--- src/rtl/jac1_pkg.sv ---
// Shared definitions for the JAC1 program loader.
//   DATA_WIDTH : default byte / program-memory word width
//   SYNC_BYTE  : frame start marker
//   ld_state_e : loader FSM states
package jac1_pkg;

    localparam int         DATA_WIDTH = 8;
    localparam logic [7:0] SYNC_BYTE  = 8'hA5;

    localparam logic [2:0] LD_IDLE_ENC = 3'd0;
    localparam logic [2:0] LD_ADDR_ENC = 3'd1;
    localparam logic [2:0] LD_LEN_ENC  = 3'd2;
    localparam logic [2:0] LD_DATA_ENC = 3'd3;
    localparam logic [2:0] LD_CHK_ENC  = 3'd4;

    typedef enum logic [2:0] {
        LD_IDLE = LD_IDLE_ENC,
        LD_ADDR = LD_ADDR_ENC,
        LD_LEN  = LD_LEN_ENC,
        LD_DATA = LD_DATA_ENC,
        LD_CHK  = LD_CHK_ENC
    } ld_state_e;

endpackage

--- src/rtl/jac1_chksum_acc.sv ---
// Modulo-2^Width checksum accumulator.
// Ports:
//   clk         : clock, rising edge
//   res_n_i     : synchronous active-low reset, clears the accumulator
//   clr_i       : clear accumulator (has priority over add)
//   add_i       : add data_i into the accumulator
//   data_i      : byte to add
//   next_zero_o : 1 when (accumulator + data_i) mod 2^Width is zero; lets the
//                 owner judge a final checksum byte in the same cycle it arrives
module jac1_chksum_acc
    import jac1_pkg::*;
#(
    parameter int Width = DATA_WIDTH
) (
    input  logic             clk,
    input  logic             res_n_i,
    input  logic             clr_i,
    input  logic             add_i,
    input  logic [Width-1:0] data_i,
    output logic             next_zero_o
);

    logic [Width-1:0] acc_q;
    logic [Width-1:0] acc_d;
    logic [Width-1:0] sum;

    assign sum         = acc_q + data_i;
    assign next_zero_o = (sum == '0);

    always_comb begin
        acc_d = acc_q;
        if (clr_i) begin
            acc_d = '0;
        end else if (add_i) begin
            acc_d = sum;
        end
    end

    always_ff @(posedge clk) begin
        if (!res_n_i) begin
            acc_q <= '0;
        end else begin
            acc_q <= acc_d;
        end
    end

endmodule

--- src/rtl/jac1_prog_loader.sv ---
// Byte-stream program loader for the JAC1 core. Accepts frames of the form
// SYNC, ADDR, LEN, LEN data bytes, CHK over a valid/ready handshake, writes
// the data bytes into program memory and holds the core in reset until a
// frame with a good checksum has been loaded.
// Ports:
//   clk        : clock, rising edge
//   sys_res_n  : synchronous active-low reset
//   rx_valid   : input byte valid
//   rx_data    : input byte
//   rx_ready   : loader accepts a byte this cycle
//   mem_we     : program memory write strobe (one cycle per data byte)
//   mem_addr   : program memory write address
//   mem_wdata  : program memory write data
//   cpu_res_n  : active-low reset to the core
//   load_done  : last frame loaded with good checksum (sticky until next sync)
//   load_err   : last frame failed its checksum (sticky until next sync)
module jac1_prog_loader
    import jac1_pkg::*;
#(
    parameter int                   DataWidth = DATA_WIDTH,
    parameter int                   AddrWidth = 8,
    parameter logic [DataWidth-1:0] SyncByte  = SYNC_BYTE,
    parameter bit                   BootHold  = 1'b1
) (
    input  logic                 clk,
    input  logic                 sys_res_n,
    input  logic                 rx_valid,
    input  logic [DataWidth-1:0] rx_data,
    output logic                 rx_ready,
    output logic                 mem_we,
    output logic [AddrWidth-1:0] mem_addr,
    output logic [DataWidth-1:0] mem_wdata,
    output logic                 cpu_res_n,
    output logic                 load_done,
    output logic                 load_err
);

    ld_state_e            state_q, state_d;
    logic                 rx_ready_q, rx_ready_d;
    logic [AddrWidth-1:0] ptr_q, ptr_d;          // next write address
    logic [DataWidth-1:0] count_q, count_d;      // data bytes still expected
    logic                 mem_we_q, mem_we_d;
    logic [AddrWidth-1:0] mem_addr_q, mem_addr_d;
    logic [DataWidth-1:0] mem_wdata_q, mem_wdata_d;
    logic                 cpu_res_n_q, cpu_res_n_d;
    logic                 done_q, done_d;
    logic                 err_q, err_d;

    logic accept;
    logic acc_clr;
    logic acc_add;
    logic chk_ok;

    assign accept = rx_valid && rx_ready_q;

    jac1_chksum_acc #(
        .Width (DataWidth)
    ) u_chksum (
        .clk         (clk),
        .res_n_i     (sys_res_n),
        .clr_i       (acc_clr),
        .add_i       (acc_add),
        .data_i      (rx_data),
        .next_zero_o (chk_ok)
    );

    always_comb begin
        state_d     = state_q;
        rx_ready_d  = 1'b1;
        ptr_d       = ptr_q;
        count_d     = count_q;
        mem_we_d    = 1'b0;
        mem_addr_d  = mem_addr_q;
        mem_wdata_d = mem_wdata_q;
        cpu_res_n_d = cpu_res_n_q;
        done_d      = done_q;
        err_d       = err_q;
        acc_clr     = 1'b0;
        acc_add     = 1'b0;

        if (accept) begin
            case (state_q)
                LD_IDLE: begin
                    // Anything other than the marker is line noise and dropped.
                    if (rx_data == SyncByte) begin
                        state_d     = LD_ADDR;
                        done_d      = 1'b0;
                        err_d       = 1'b0;
                        cpu_res_n_d = 1'b0;
                        acc_clr     = 1'b1;
                    end
                end
                LD_ADDR: begin
                    ptr_d   = AddrWidth'(rx_data);
                    acc_add = 1'b1;
                    state_d = LD_LEN;
                end
                LD_LEN: begin
                    count_d = rx_data;
                    acc_add = 1'b1;
                    state_d = (rx_data != '0) ? LD_DATA : LD_CHK;
                end
                LD_DATA: begin
                    acc_add     = 1'b1;
                    mem_we_d    = 1'b1;
                    mem_addr_d  = ptr_q;
                    mem_wdata_d = rx_data;
                    ptr_d       = ptr_q + AddrWidth'(1);   // wraps naturally
                    count_d     = count_q - DataWidth'(1);
                    if (count_q == DataWidth'(1)) begin
                        state_d = LD_CHK;
                    end
                end
                LD_CHK: begin
                    // chk_ok already includes this CHK byte.
                    if (chk_ok) begin
                        done_d      = 1'b1;
                        cpu_res_n_d = 1'b1;
                    end else begin
                        err_d = 1'b1;
                    end
                    state_d = LD_IDLE;
                end
                default: begin
                    state_d = LD_IDLE;
                end
            endcase
        end
    end

    always_ff @(posedge clk) begin
        if (!sys_res_n) begin
            state_q     <= LD_IDLE;
            rx_ready_q  <= 1'b0;
            ptr_q       <= '0;
            count_q     <= '0;
            mem_we_q    <= 1'b0;
            mem_addr_q  <= '0;
            mem_wdata_q <= '0;
            cpu_res_n_q <= ~BootHold;
            done_q      <= 1'b0;
            err_q       <= 1'b0;
        end else begin
            state_q     <= state_d;
            rx_ready_q  <= rx_ready_d;
            ptr_q       <= ptr_d;
            count_q     <= count_d;
            mem_we_q    <= mem_we_d;
            mem_addr_q  <= mem_addr_d;
            mem_wdata_q <= mem_wdata_d;
            cpu_res_n_q <= cpu_res_n_d;
            done_q      <= done_d;
            err_q       <= err_d;
        end
    end

    assign rx_ready  = rx_ready_q;
    assign mem_we    = mem_we_q;
    assign mem_addr  = mem_addr_q;
    assign mem_wdata = mem_wdata_q;
    assign cpu_res_n = cpu_res_n_q;
    assign load_done = done_q;
    assign load_err  = err_q;

endmodule

--- config.mk ---
export PLATFORM = sky130hd
export DESIGN_NAME = jac1_prog_loader
export DESIGN_NICKNAME = d
export VERILOG_FILES = /design/src/rtl/jac1_pkg.sv /design/src/rtl/jac1_chksum_acc.sv /design/src/rtl/jac1_prog_loader.sv
export SDC_FILE = /design/constraint.sdc
export NUM_CORES = 1
export LEC_CHECK = 0
export ABC_AREA = 0
export CAP_MARGIN = 30
export CORE_MARGIN = 8
export CORE_UTILIZATION = 55
export DETAILED_ROUTE_END_ITERATION = 7
export PLACE_DENSITY = 0.9
export SLEW_MARGIN = 40
export SYNTH_ARGS = -nofsm -noshare
export SYNTH_HDL_FRONTEND = slang
export SYNTH_SLANG_ARGS = --single-unit
--- constraint.sdc ---
create_clock -name clk -period 4.85 [get_ports clk]
set_clock_uncertainty 0.15 [all_clocks]
set_input_delay 0.7275 -clock clk [delete_from_list [all_inputs] [get_ports clk]]
set_output_delay 0.7275 -clock clk [all_outputs]
set_load 0.02 [all_outputs]
Word-level counts from Yosys, hierarchy flattened
Index checks and enable logic that the tools add are counted.

storage, ports and cells
  bits in registers = 47
  input bits = 11
  output and inout port bits = 21
  logic and storage cells = 58

cells by class
  add/sub/neg operators = 3
  eq/ne operators = 10
  multiplexer cells = 18
  bitwise operators = 1
  reductions and logical operators = 16

operator list
  cell                                              number
  case mux 8 bit (2 select lines)                   2
  case mux 3 bit (4 select lines)                   1
  2-to-1 mux 1 bit                                  10
  2-to-1 mux 3 bit                                  3
  adder 8 x 1 -> 8 bit, second input constant       1
  adder 8 bit                                       1
  == test 8 x 1 -> 1 bit, second input constant     1
  == test 8 bit, second input constant              1
  zero test 8 bit                                   1
  != test 2 bit, second input constant              4
  AND reduction 2 bit                               4
  AND reduction 4 bit                               2
  nonzero test 8 bit                                1
  subtractor 8 x 1 -> 8 bit, second input constant  1
  == test 3 x 2 -> 1 bit, second input constant     2
  nonzero test 2 bit                                3
  case mux 1 bit (2 select lines)                   2
  == test 3 x 1 -> 1 bit, second input constant     1
  == test 3 bit, second input constant              1
  zero test 3 bit                                   1
  AND reduction 3 bit                               1
  OR reduction 3 bit                                1
  OR reduction 2 bit                                1
  logical AND 1 bit                                 1
  NOT 1 bit                                         1

Depth between registers and ports, before layout
Gate-level depths: netlist of run 1.

  depth in word-level cells = 5
  depth in mapped cells = 9
  gate-level depth less buffers = 9

Cells and area by module
Synthesis of run 1 repeated with hierarchy kept, for this count alone.

unflattened totals
  cells, all modules = 309
  area total of the unflattened synthesis = 2560.0 sq um

modules (own cells, without submodules)
  module            times used  cells each  area an instance (sq um)  seq. area each (sq um)
  jac1_prog_loader  1           244         1983.2                    780.7
  jac1_chksum_acc   1           65          576.8                     160.2

Least setup slack after synthesis of run 1
Ideal clock, no wire load.

  path kind = input to register
  start = in rx_data[0]
  end = reg err_q, in the netlist load_err
  library setup time = 0.119 ns
  arrival time = 2.390 ns
  data required time = 4.581 ns
  slack = 2.191 ns
  stages on the path = 9
  path buffers = 0
  cell sequence = ha_1 inv_1 fa_1 nand2b_1 a21o_1 a211oi_1 nor4b_2 a21oi_1 o21bai_1

on the way
  word-level cells in the longest chain between the ends = 4
  elaborated cells between the ends (all ways) = 6
  those cells by class = add/sub (1); eq/ne (3); reduce/logical (2)

ends and longest elaborated chain
  item                             line                     text
  start, declared                  jac1_prog_loader.sv:28   input logic [DataWidth-1:0] rx_data,
  adder 8 bit                      jac1_chksum_acc.sv:27    assign sum = acc_q + data_i;
  zero test 8 bit                  jac1_chksum_acc.sv:28    assign next_zero_o = (sum == '0);
  != test 2 bit (no line)          -
  AND reduction 4 bit (no line) *  -
  end signal, assigned             jac1_prog_loader.sv:153  err_q <= err_d;
  end, declared                    jac1_prog_loader.sv:47   logic err_q, err_d;

Every way passes the cells marked *; elsewhere a longest branch is shown, timed or not.
A chain may end at the register's enable or synchronous reset.

Worst setup path after layout of run 1
  start = in rx_data[1]
  end = reg err_q, in the netlist load_err

The elaborated chain is that of the path after synthesis.

==> results of run 1 <==
==> worst max-delay path: cells and delay by family <==
kind | cells | cell delay [ns]
adders and majority gates | 1 | 0.47
buffers and inverters | 2 | 0.74
and+or+nand+nor | 2 | 0.57
AOI/OAI and AO/OA | 4 | 0.75
==> cell usage after synthesis (2+ instances only) <==
library cell / number / area share
a211oi_1: 2 / 0.0058
a21boi_1: 19 / 0.055
a21oi_1: 30 / 0.058
a22oi_1: 3 / 0.0086
a31oi_1: 4 / 0.0096
and2_1: 3 / 0.0072
and3_1: 5 / 0.012
buf_2: 6 / 0.012
clkbuf_1: 9 / 0.013
dfxtp_1: 47 / 0.36
ha_1: 10 / 0.048
inv_1: 10 / 0.014
nand2_1: 66 / 0.095
nand2b_1: 4 / 0.0096
nand3_1: 7 / 0.013
nand3b_1: 2 / 0.0058
nor2_1: 27 / 0.039
nor2b_1: 6 / 0.014
nor3_1: 3 / 0.0058
nor3b_1: 3 / 0.0086
nor4_4: 2 / 0.016
o211ai_1: 3 / 0.0086
o21ai_0: 10 / 0.019
o21ai_1: 8 / 0.015
o21ai_2: 2 / 0.0067
o221a_2: 3 / 0.013
o22ai_1: 4 / 0.0096
or3_1: 2 / 0.0048
or4b_1: 2 / 0.0077
xnor2_1: 4 / 0.013
==> cell type report <==
class / instances / area (um^2) / area share
inverters: 10 / 37.5 / 0.0124
multi-input cells: 257 / 1560 / 0.512
well taps: 54 / 67.6 / 0.0223
flip-flops and latches: 47 / 941 / 0.310
clock inverters: 2 / 38.8 / 0.0128
clock buffers: 6 / 82.6 / 0.0272
repair buffers: 32 / 313 / 0.103
==> cell families (layout without fill, tap and decap cells) <==
family / count (synthesis) / after routing / synth area share
adders and majority gates: 11 / 11 / 0.0557
and+or+nand+nor: 141 / 141 / 0.270
DFF: 47 / 47 / 0.361
xor gates and xnor gates: 5 / 5 / 0.0168
buffers and inverters: 26 / 50 / 0.0418
AOI/OAI and AO/OA: 100 / 100 / 0.254
==> worst min-delay path by stage <==
stage,from,endpoint,slack (ns),cells past startpoint
2_1_floorplan,ptr_q[6],mem_addr[6],0.29,2
3_3_place_gp,mem_addr[5],mem_addr[5],0.29,2
3_5_place_dp,mem_wdata[1],mem_wdata[1],0.30,2
4_1_cts,mem_addr[4],mem_addr[4],0.31,2
5_1_grt,mem_wdata[5],mem_wdata[5],0.33,2
6_report,mem_addr[6],mem_addr[6],0.31,2
==> metrics by stage <==
step           total power (uW)  setup slack [ns]  std cells
3_3_place_gp                445              1.50        400
6_report                    754              1.65        408
2_1_floorplan               425              2.19        330
3_5_place_dp                446              1.36        400
5_1_grt                     776              1.47        408
4_1_cts                     757              1.69        408
==> flip-flops by register name, indices dropped and copies added, names as in the netlist, 3 cells and up <==
| name | flops |
|---|---|
| state_q | 3 |
| mem_addr | 8 |
| u_chksum.acc_q | 8 |
| mem_wdata | 8 |
| count_q | 8 |
| ptr_q | 8 |
==> per-layer routing <==
layer	track usage	vias to the layer above	part of all wire
li1	-	1210	-
met1	0.232	1139	0.44
met2	0.290	87	0.46
met3	0.0405	14	0.068
met4	0.0987	0	0.028
met5	0	-	0
==> power groups by stage <==
stage / clock network [uW] / logic [uW] / registers [uW]
after floorplan: 0 / 28.9 / 396
after global placement: 0 / 49.1 / 396
after detailed placement: 0 / 50.1 / 396
after CTS: 320 / 50.2 / 387
after global routing: 333 / 55.2 / 387
final: 316 / 51.0 / 387
==> impl_metrics.tcl, run 1 <==
set metrics [dict create \
    min_period_ns 3.20 \
    finalMaxSlewViolations 0 \
    dpl_cell_area_mm2 0.00291 \
    wl_um 6400 \
    fp.dieH_um 84.8 \
    ys_seq_area_frac 0.361 \
    portBuffers 31 \
    reg2reg_to "load_err" \
    grt_pass1_wl_um 10900 \
    final_hold_viol_count 0 \
    ys_ff_latch 47 \
    crit_end "load_err" \
    pwr-share-comb 0.068 \
    fin_crit_sh 0.660 \
    worst-r2r-setup-slack_ns 2.30 \
    crit_path_end_kind "register" \
    ioPinCount 32 \
    cts_buffers 5 \
    nFillCells 378 \
    final_common_cell "nand2_1" \
    grt_overflow 0 \
    die_area_mm2 0.00719 \
    gp_congestion 0.862 \
    dpl.hpwl_um 4510 \
    setup_tns_ns 0 \
    syn-cell-area_mm2 0.00260 \
    area_delta_synth_final_pct 16.5 \
    syn_area_per_cell_um2 7.89 \
    maxCapViolations 0 \
    grt_max_degree 41 \
    worstPathArrival_ns 3.27 \
    vias_per_cell 6.00 \
    finalSetupViolCount 0 \
    ys_warn_count 0 \
    nets 375 \
    clk_latency_ns 0.31 \
    fmax_mhz 312 \
    synth_edf_count 0 \
    core_area_mm2 0.00466 \
    ys_async_sr_fraction 0 \
    cts_setup_buffers 0 \
    initial_utilization 0.559 \
    holdBufCountCts 0 \
    p_sw_uw 176 \
    numClockSinks 47 \
    cts.path.max_buffers 2 \
    crit_fanout 5 \
    synth_top_flop_cell "dfxtp_1" \
    path_cells "clkdlybuf4s50_1 -> inv_1 -> fa_1 -> nand2b_1 -> a21o_1 -> a211oi_1 -> nor4b_2 -> a21oi_1 -> o21bai_1" \
    cts_max_level 2 \
    grt_pass1_vias 2343 \
    antenna_cells 0 \
    drtIter0Drc 288 \
    finalInstanceArea_mm2 0.00304 \
    vias 2450 \
    p_leak_uw 0.00107 \
    cts_tree "done" \
    p_int_uw 577 \
    r2r-start "u_chksum.acc_q[0]" \
    yosys.cell_types.count 54 \
    drive_gt1_frac 0.0678 \
    drc 0 \
    ctsRootBufferMaster "clkbuf_8" \
    ant_nets 0 \
    hold_class "reg2reg" \
    final_cell_mix "nand2_1, dfxtp_1, a21oi_1, clkdlybuf4s50_1, nor2_1" \
    synthesis.nets 352 \
    cpMaxStageDelayCell "clkdlybuf4s50_1" \
    irDropWorstVdd_uv 152 \
    grt_usage 0.185 \
    dr.pass1.iters 4 \
    maxSlewHeadroom 0.467 \
    p_sw_frac 0.234 \
    fp.dieW_um 84.8 \
    clk_pin_slew_ns 0.09 \
    cp-start-kind "input pin" \
    antenna_found_initial 0 \
    power.density_mw_per_mm2 248 \
    post_cts_resized 0 \
    utilization 0.651 \
    slowest_delay_ns 0.62 \
    whs_ns 0.309 \
    worst-endpoint-required_ns 4.91 \
    startpoint "rx_data[1]" \
    rsz0062_at_grt "no" \
    worstSetupPathType "in2reg" \
    r2r_cells 9 \
    outcome "complete, no violations" \
    clock_power_share 0.419 \
    synth_cells 330 \
    rows 25 \
    wl_per_cell_um 15.7 \
    seqPwrFrac 0.514 \
    tightest_slew_ns 0.794 \
]
Power figures use the tool's default switching activity.
==> run 2, diff against run 1 <==
clock period = 3.3 ns   (was 4.85 ns; I/O delays follow)
==> impl_metrics.tcl, run 2 (same netlist as run 1, synthesis figures left out) <==
set metrics [dict create \
    nFillCells 376 \
    irDropWorstVdd_uv 236 \
    utilization 0.663 \
    cts_max_level 2 \
    r2r_cells 9 \
    final_cell_mix "nand2_1, dfxtp_1, clkdlybuf4s50_1, a21oi_1, nor2_1" \
    drtIter0Drc 227 \
    hold_class "reg2reg" \
    wl_um 6640 \
    portBuffers 31 \
    wl_per_cell_um 16.0 \
    initial_utilization 0.559 \
    fmax_mhz 344 \
    dpl.hpwl_um 4710 \
    rows 25 \
    ioPinCount 32 \
    cts_buffers 5 \
    p_sw_uw 258 \
    ant_nets 0 \
    cts_tree "done" \
    final_common_cell "nand2_1" \
    p_int_uw 834 \
    placed_cells 407 \
    min_from "mem_addr[6]" \
    worstSetupPathType "in2reg" \
    crit_path_end_kind "register" \
    cts.path.max_buffers 2 \
    reg2reg_to "load_err" \
    clock_power_share 0.405 \
    grt_overflow 0 \
    crit_fanout 3 \
    r2r-start "u_chksum.acc_q[0]" \
    antenna_cells 0 \
    dr.pass1.iters 5 \
    fp.dieH_um 84.8 \
    final_hold_viol_count 0 \
    p_sw_frac 0.236 \
    setup_tns_ns 0 \
    worstPathArrival_ns 2.97 \
    min_path_cells 2 \
    antenna_found_initial 0 \
    dpl_cell_area_mm2 0.00297 \
    grt_max_degree 41 \
    power.density_mw_per_mm2 354 \
    seqPwrFrac 0.521 \
    worst-endpoint-required_ns 3.36 \
    finalSetupViolCount 0 \
    clk_latency_ns 0.31 \
    whs_ns 0.308 \
    maxSlewHeadroom 0.512 \
    tightest_slew_ns 0.730 \
    worst-r2r-setup-slack_ns 0.72 \
    finalInstanceArea_mm2 0.00309 \
    outcome "complete, no violations" \
    rsz0062_at_grt "no" \
    core_area_mm2 0.00466 \
    drc 0 \
    fp.dieW_um 84.8 \
    clk_pin_slew_ns 0.09 \
    finalMaxSlewViolations 0 \
    ctsRootBufferMaster "clkbuf_8" \
    nets 382 \
    grt_pass1_vias 2382 \
    grt_pass1_wl_um 11100 \
    p_leak_uw 0.00110 \
    numClockSinks 47 \
    vias 2535 \
    fin_crit_sh 0.882 \
    stdcell_count 415 \
    area_delta_synth_final_pct 18.5 \
    grt_usage 0.189 \
    holdPathEnd "mem_addr[6]" \
    maxCapViolations 0 \
    drive_gt1_frac 0.0831 \
    holdBufCountCts 0 \
    gp_congestion 0.933 \
    cts_setup_buffers 0 \
    cp-start-kind "input pin" \
    min_period_ns 2.91 \
    vias_per_cell 6.11 \
    die_area_mm2 0.00719 \
    pwr-share-comb 0.074 \
    post_cts_resized 0 \
]
run 2: changes by cell type in the layout (fill, tap and decap cells not counted), sizes merged:
cell,change
clkdlybuf4s50,+1
buf,+6
clkbuf,-1
clkinv,+1
run 2: worst max-delay path by stage:
| stage | from | to | slack, ns |
|---|---|---|---|
| 6_report | rx_data[0] | load_err | 0.39 |
| 4_1_cts | rx_data[0] | load_err | 0.44 |
| 2_1_floorplan | rx_data[0] | load_err | 0.87 |
| 3_5_place_dp | rx_data[0] | load_err | 0.12 |
| 5_1_grt | rx_data[0] | load_err | 0.24 |
| 3_3_place_gp | rx_data[0] | load_err | 0.22 |
run 2: worst max-delay path, cell delays in order:
cell and delay (ns):
clkdlybuf4s50_1 0.48, ha_1 0.19, inv_1 0.07, fa_1 0.40, nand2b_1 0.20, a21o_1 0.17, a211oi_1 0.29, nor4b_2 0.41
a21oi_1 0.11, o21bai_1 0.16
run 2: area by class of cell:
| type | count | area [um^2] | area share |
|---|---|---|---|
| Sequential cell | 47 | 941 | 0.305 |
| Clock buffer | 5 | 68.8 | 0.0223 |
| Clock inverter | 3 | 47.5 | 0.0154 |
| Tap cell | 54 | 67.6 | 0.0219 |
| Inverter | 10 | 37.5 | 0.0122 |
| Multi-Input combinational cell | 257 | 1560 | 0.504 |
| Timing Repair Buffer | 39 | 370 | 0.120 |
run 2: power groups by stage:
| stage | logic [uW] | clock network [uW] | registers [uW] |
|---|---|---|---|
| global route | 88.1 | 470 | 569 |
| floorplan | 42.5 | 0 | 582 |
| CTS | 80.3 | 450 | 569 |
| global placement | 77.2 | 0 | 582 |
| finish | 81.3 | 442 | 569 |
| detailed placement | 79.3 | 0 | 582 |
run 2: metrics by stage:
step           total power (uW)  worst slack (ns)
2_1_floorplan               625             0.873
3_3_place_gp                659             0.222
3_5_place_dp                661             0.125
4_1_cts                    1100             0.435
5_1_grt                    1130             0.235
6_report                   1090             0.389
run 2: layer usage:
metal,GRT usage,share of wire,vias up
met4,0.0922,0.025,0
met3,0.0473,0.060,16
met5,0,0,-
met1,0.229,0.44,1187
li1,-,-,1230
met2,0.304,0.47,102
==> run 3, diff against run 2 <==
--- a/config.mk
+++ b/config.mk
@@ -7,4 +7,5 @@
 export LEC_CHECK = 0
 export ABC_AREA = 0
+export ABC_CLOCK_PERIOD_IN_PS = 3300
 export CAP_MARGIN = 30
 export CORE_MARGIN = 8
==> constraint.sdc (replaced) <==
create_clock -name clk -period 3.3 [get_ports clk]
set_clock_uncertainty 0.15 [all_clocks]
set_input_delay 0.33 -clock clk [delete_from_list [all_inputs] [get_ports clk]]
set_output_delay 0.33 -clock clk [all_outputs]
set_load 0.02 [all_outputs]
==> impl_metrics.tcl, run 3 (same netlist as run 1, synthesis figures left out) <==
set metrics [dict create \
    cts_buffers 5 \
    reg2reg_to "load_done" \
    worstSetupPathType "in2reg" \
    cts.path.max_buffers 2 \
    rsz0062_at_grt "no" \
    initial_utilization 0.559 \
    grt_pass1_wl_um 11300 \
    die_area_mm2 0.00719 \
    vias 2505 \
    grt_overflow 0 \
    nets 379 \
    drc 0 \
    r2r-start "u_chksum.acc_q[0]" \
    cts_setup_buffers 0 \
    setup_tns_ns 0 \
    post_cts_resized 0 \
    tightest_slew_ns 0.728 \
    p_leak_uw 0.00107 \
    power.density_mw_per_mm2 328 \
    clk_pin_slew_ns 0.10 \
    drtIter0Drc 273 \
    min_period_ns 2.85 \
    irDropWorstVdd_uv 240 \
    vias_per_cell 6.09 \
    finalMaxSlewViolations 0 \
    dpl.hpwl_um 4660 \
    area_delta_synth_final_pct 16.6 \
    p_sw_frac 0.250 \
    final_cell_mix "nand2_1, dfxtp_1, clkdlybuf4s50_1, a21oi_1, nor2_1" \
    pwr-share-comb 0.082 \
    grt_usage 0.191 \
    antenna_found_initial 0 \
    grt_max_degree 28 \
    crit_path_end_kind "register" \
    numClockSinks 47 \
    gp_congestion 0.890 \
    wl_um 6770 \
    clock_power_share 0.348 \
    cts_tree "done" \
    holdBufCountCts 0 \
    ioPinCount 32 \
    final_hold_viol_count 0 \
    r2r_cells 9 \
    fmax_mhz 351 \
    worst-endpoint-required_ns 3.34 \
    cp-start-kind "input pin" \
    fp.dieH_um 84.8 \
    finalPower_uw 997 \
    cts_max_level 2 \
    clk_latency_ns 0.32 \
    min_path_cells 2 \
    ctsRootBufferMaster "clkbuf_8" \
    grt_pass1_vias 2349 \
    rows 25 \
    worstPathArrival_ns 2.89 \
    antenna_cells 0 \
    hold_class "reg2reg" \
    p_int_uw 748 \
    p_sw_uw 249 \
    holdPathEnd "mem_addr[5]" \
    finalSetupViolCount 0 \
    min_from "mem_addr[5]" \
    core_area_mm2 0.00466 \
    crit_fanout 5 \
    portBuffers 31 \
    outcome "complete, no violations" \
    maxSlewHeadroom 0.513 \
    worst-r2r-setup-slack_ns 0.72 \
    ant_nets 0 \
    wl_per_cell_um 16.5 \
    nFillCells 367 \
    dr.pass1.iters 5 \
    seqPwrFrac 0.571 \
    final_common_cell "nand2_1" \
    drive_gt1_frac 0.0756 \
    fin_crit_sh 0.864 \
    fp.dieW_um 84.8 \
    maxCapViolations 0 \
]
[run 3: cell count changes in the layout (fill, tap and decap cells not counted)]
cell	delta
clkinv_2	+1
nor3_1	-1
bufinv_16	-1
nor3_2	+1
buf_4	-3
inv_6	-1
[run 3: area by class of cell]
class	instances	area (um^2)	area share
multi-input combinational	257	1560	0.514
timing repair buffer	36	348	0.115
clock inverter	2	13.8	0.00453
inverter	10	37.5	0.0124
tap	54	67.6	0.0222
clock buffer	5	68.8	0.0227
sequential	47	941	0.310
[run 3: stage by stage]
step,cell area [um^2],std cells,utilization,hold slack [ns],setup slack [ns]
2_1_floorplan,2610,330,-,0.208,1.04
3_3_place_gp,2950,404,0.633,0.292,0.325
3_5_place_dp,2950,404,0.633,0.294,0.269
4_1_cts,3030,411,0.650,0.307,0.470
5_1_grt,3040,411,0.652,0.316,0.260
6_report,3040,411,0.652,0.305,0.450
[run 3: per-layer routing]
layer / wire (um) / vias to the layer above / global-route usage / part of all wire
met4: 176 / 0 / 0.0874 / 0.026
li1: - / 1216 / - / -
met2: 3130 / 112 / 0.309 / 0.46
met1: 2980 / 1159 / 0.237 / 0.44
met5: 0 / - / 0 / 0
met3: 487 / 18 / 0.0415 / 0.072
[run 3: how the worst max path moves through the flow]
stage	start	end	slack (ns)
after floorplan	rx_data[0]	load_err	1.04
after global placement	rx_data[0]	load_err	0.33
after detailed placement	rx_data[0]	load_err	0.27
after CTS	rx_data[0]	load_done	0.47
after global routing	rx_data[0]	load_err	0.26
final	rx_data[0]	load_done	0.45
[run 3: power by group through the flow]
stage	clock, uW	sequential [uW]	combinational, uW
finish	347	569	81.4
global route	370	569	87.2
CTS	350	569	79.3
detailed placement	0	582	78.0
global placement	0	582	75.9
floorplan	0	582	42.5
[run 3: critical path, cell delays in order]
cell,delay (ns)
clkdlybuf4s50_1,0.55
ha_1,0.22
inv_1,0.07
fa_1,0.38
nand2b_1,0.19
a2111oi_0,0.55
a211oi_1,0.15
nor4b_2,0.21
a31oi_1,0.18
nor2_1,0.05
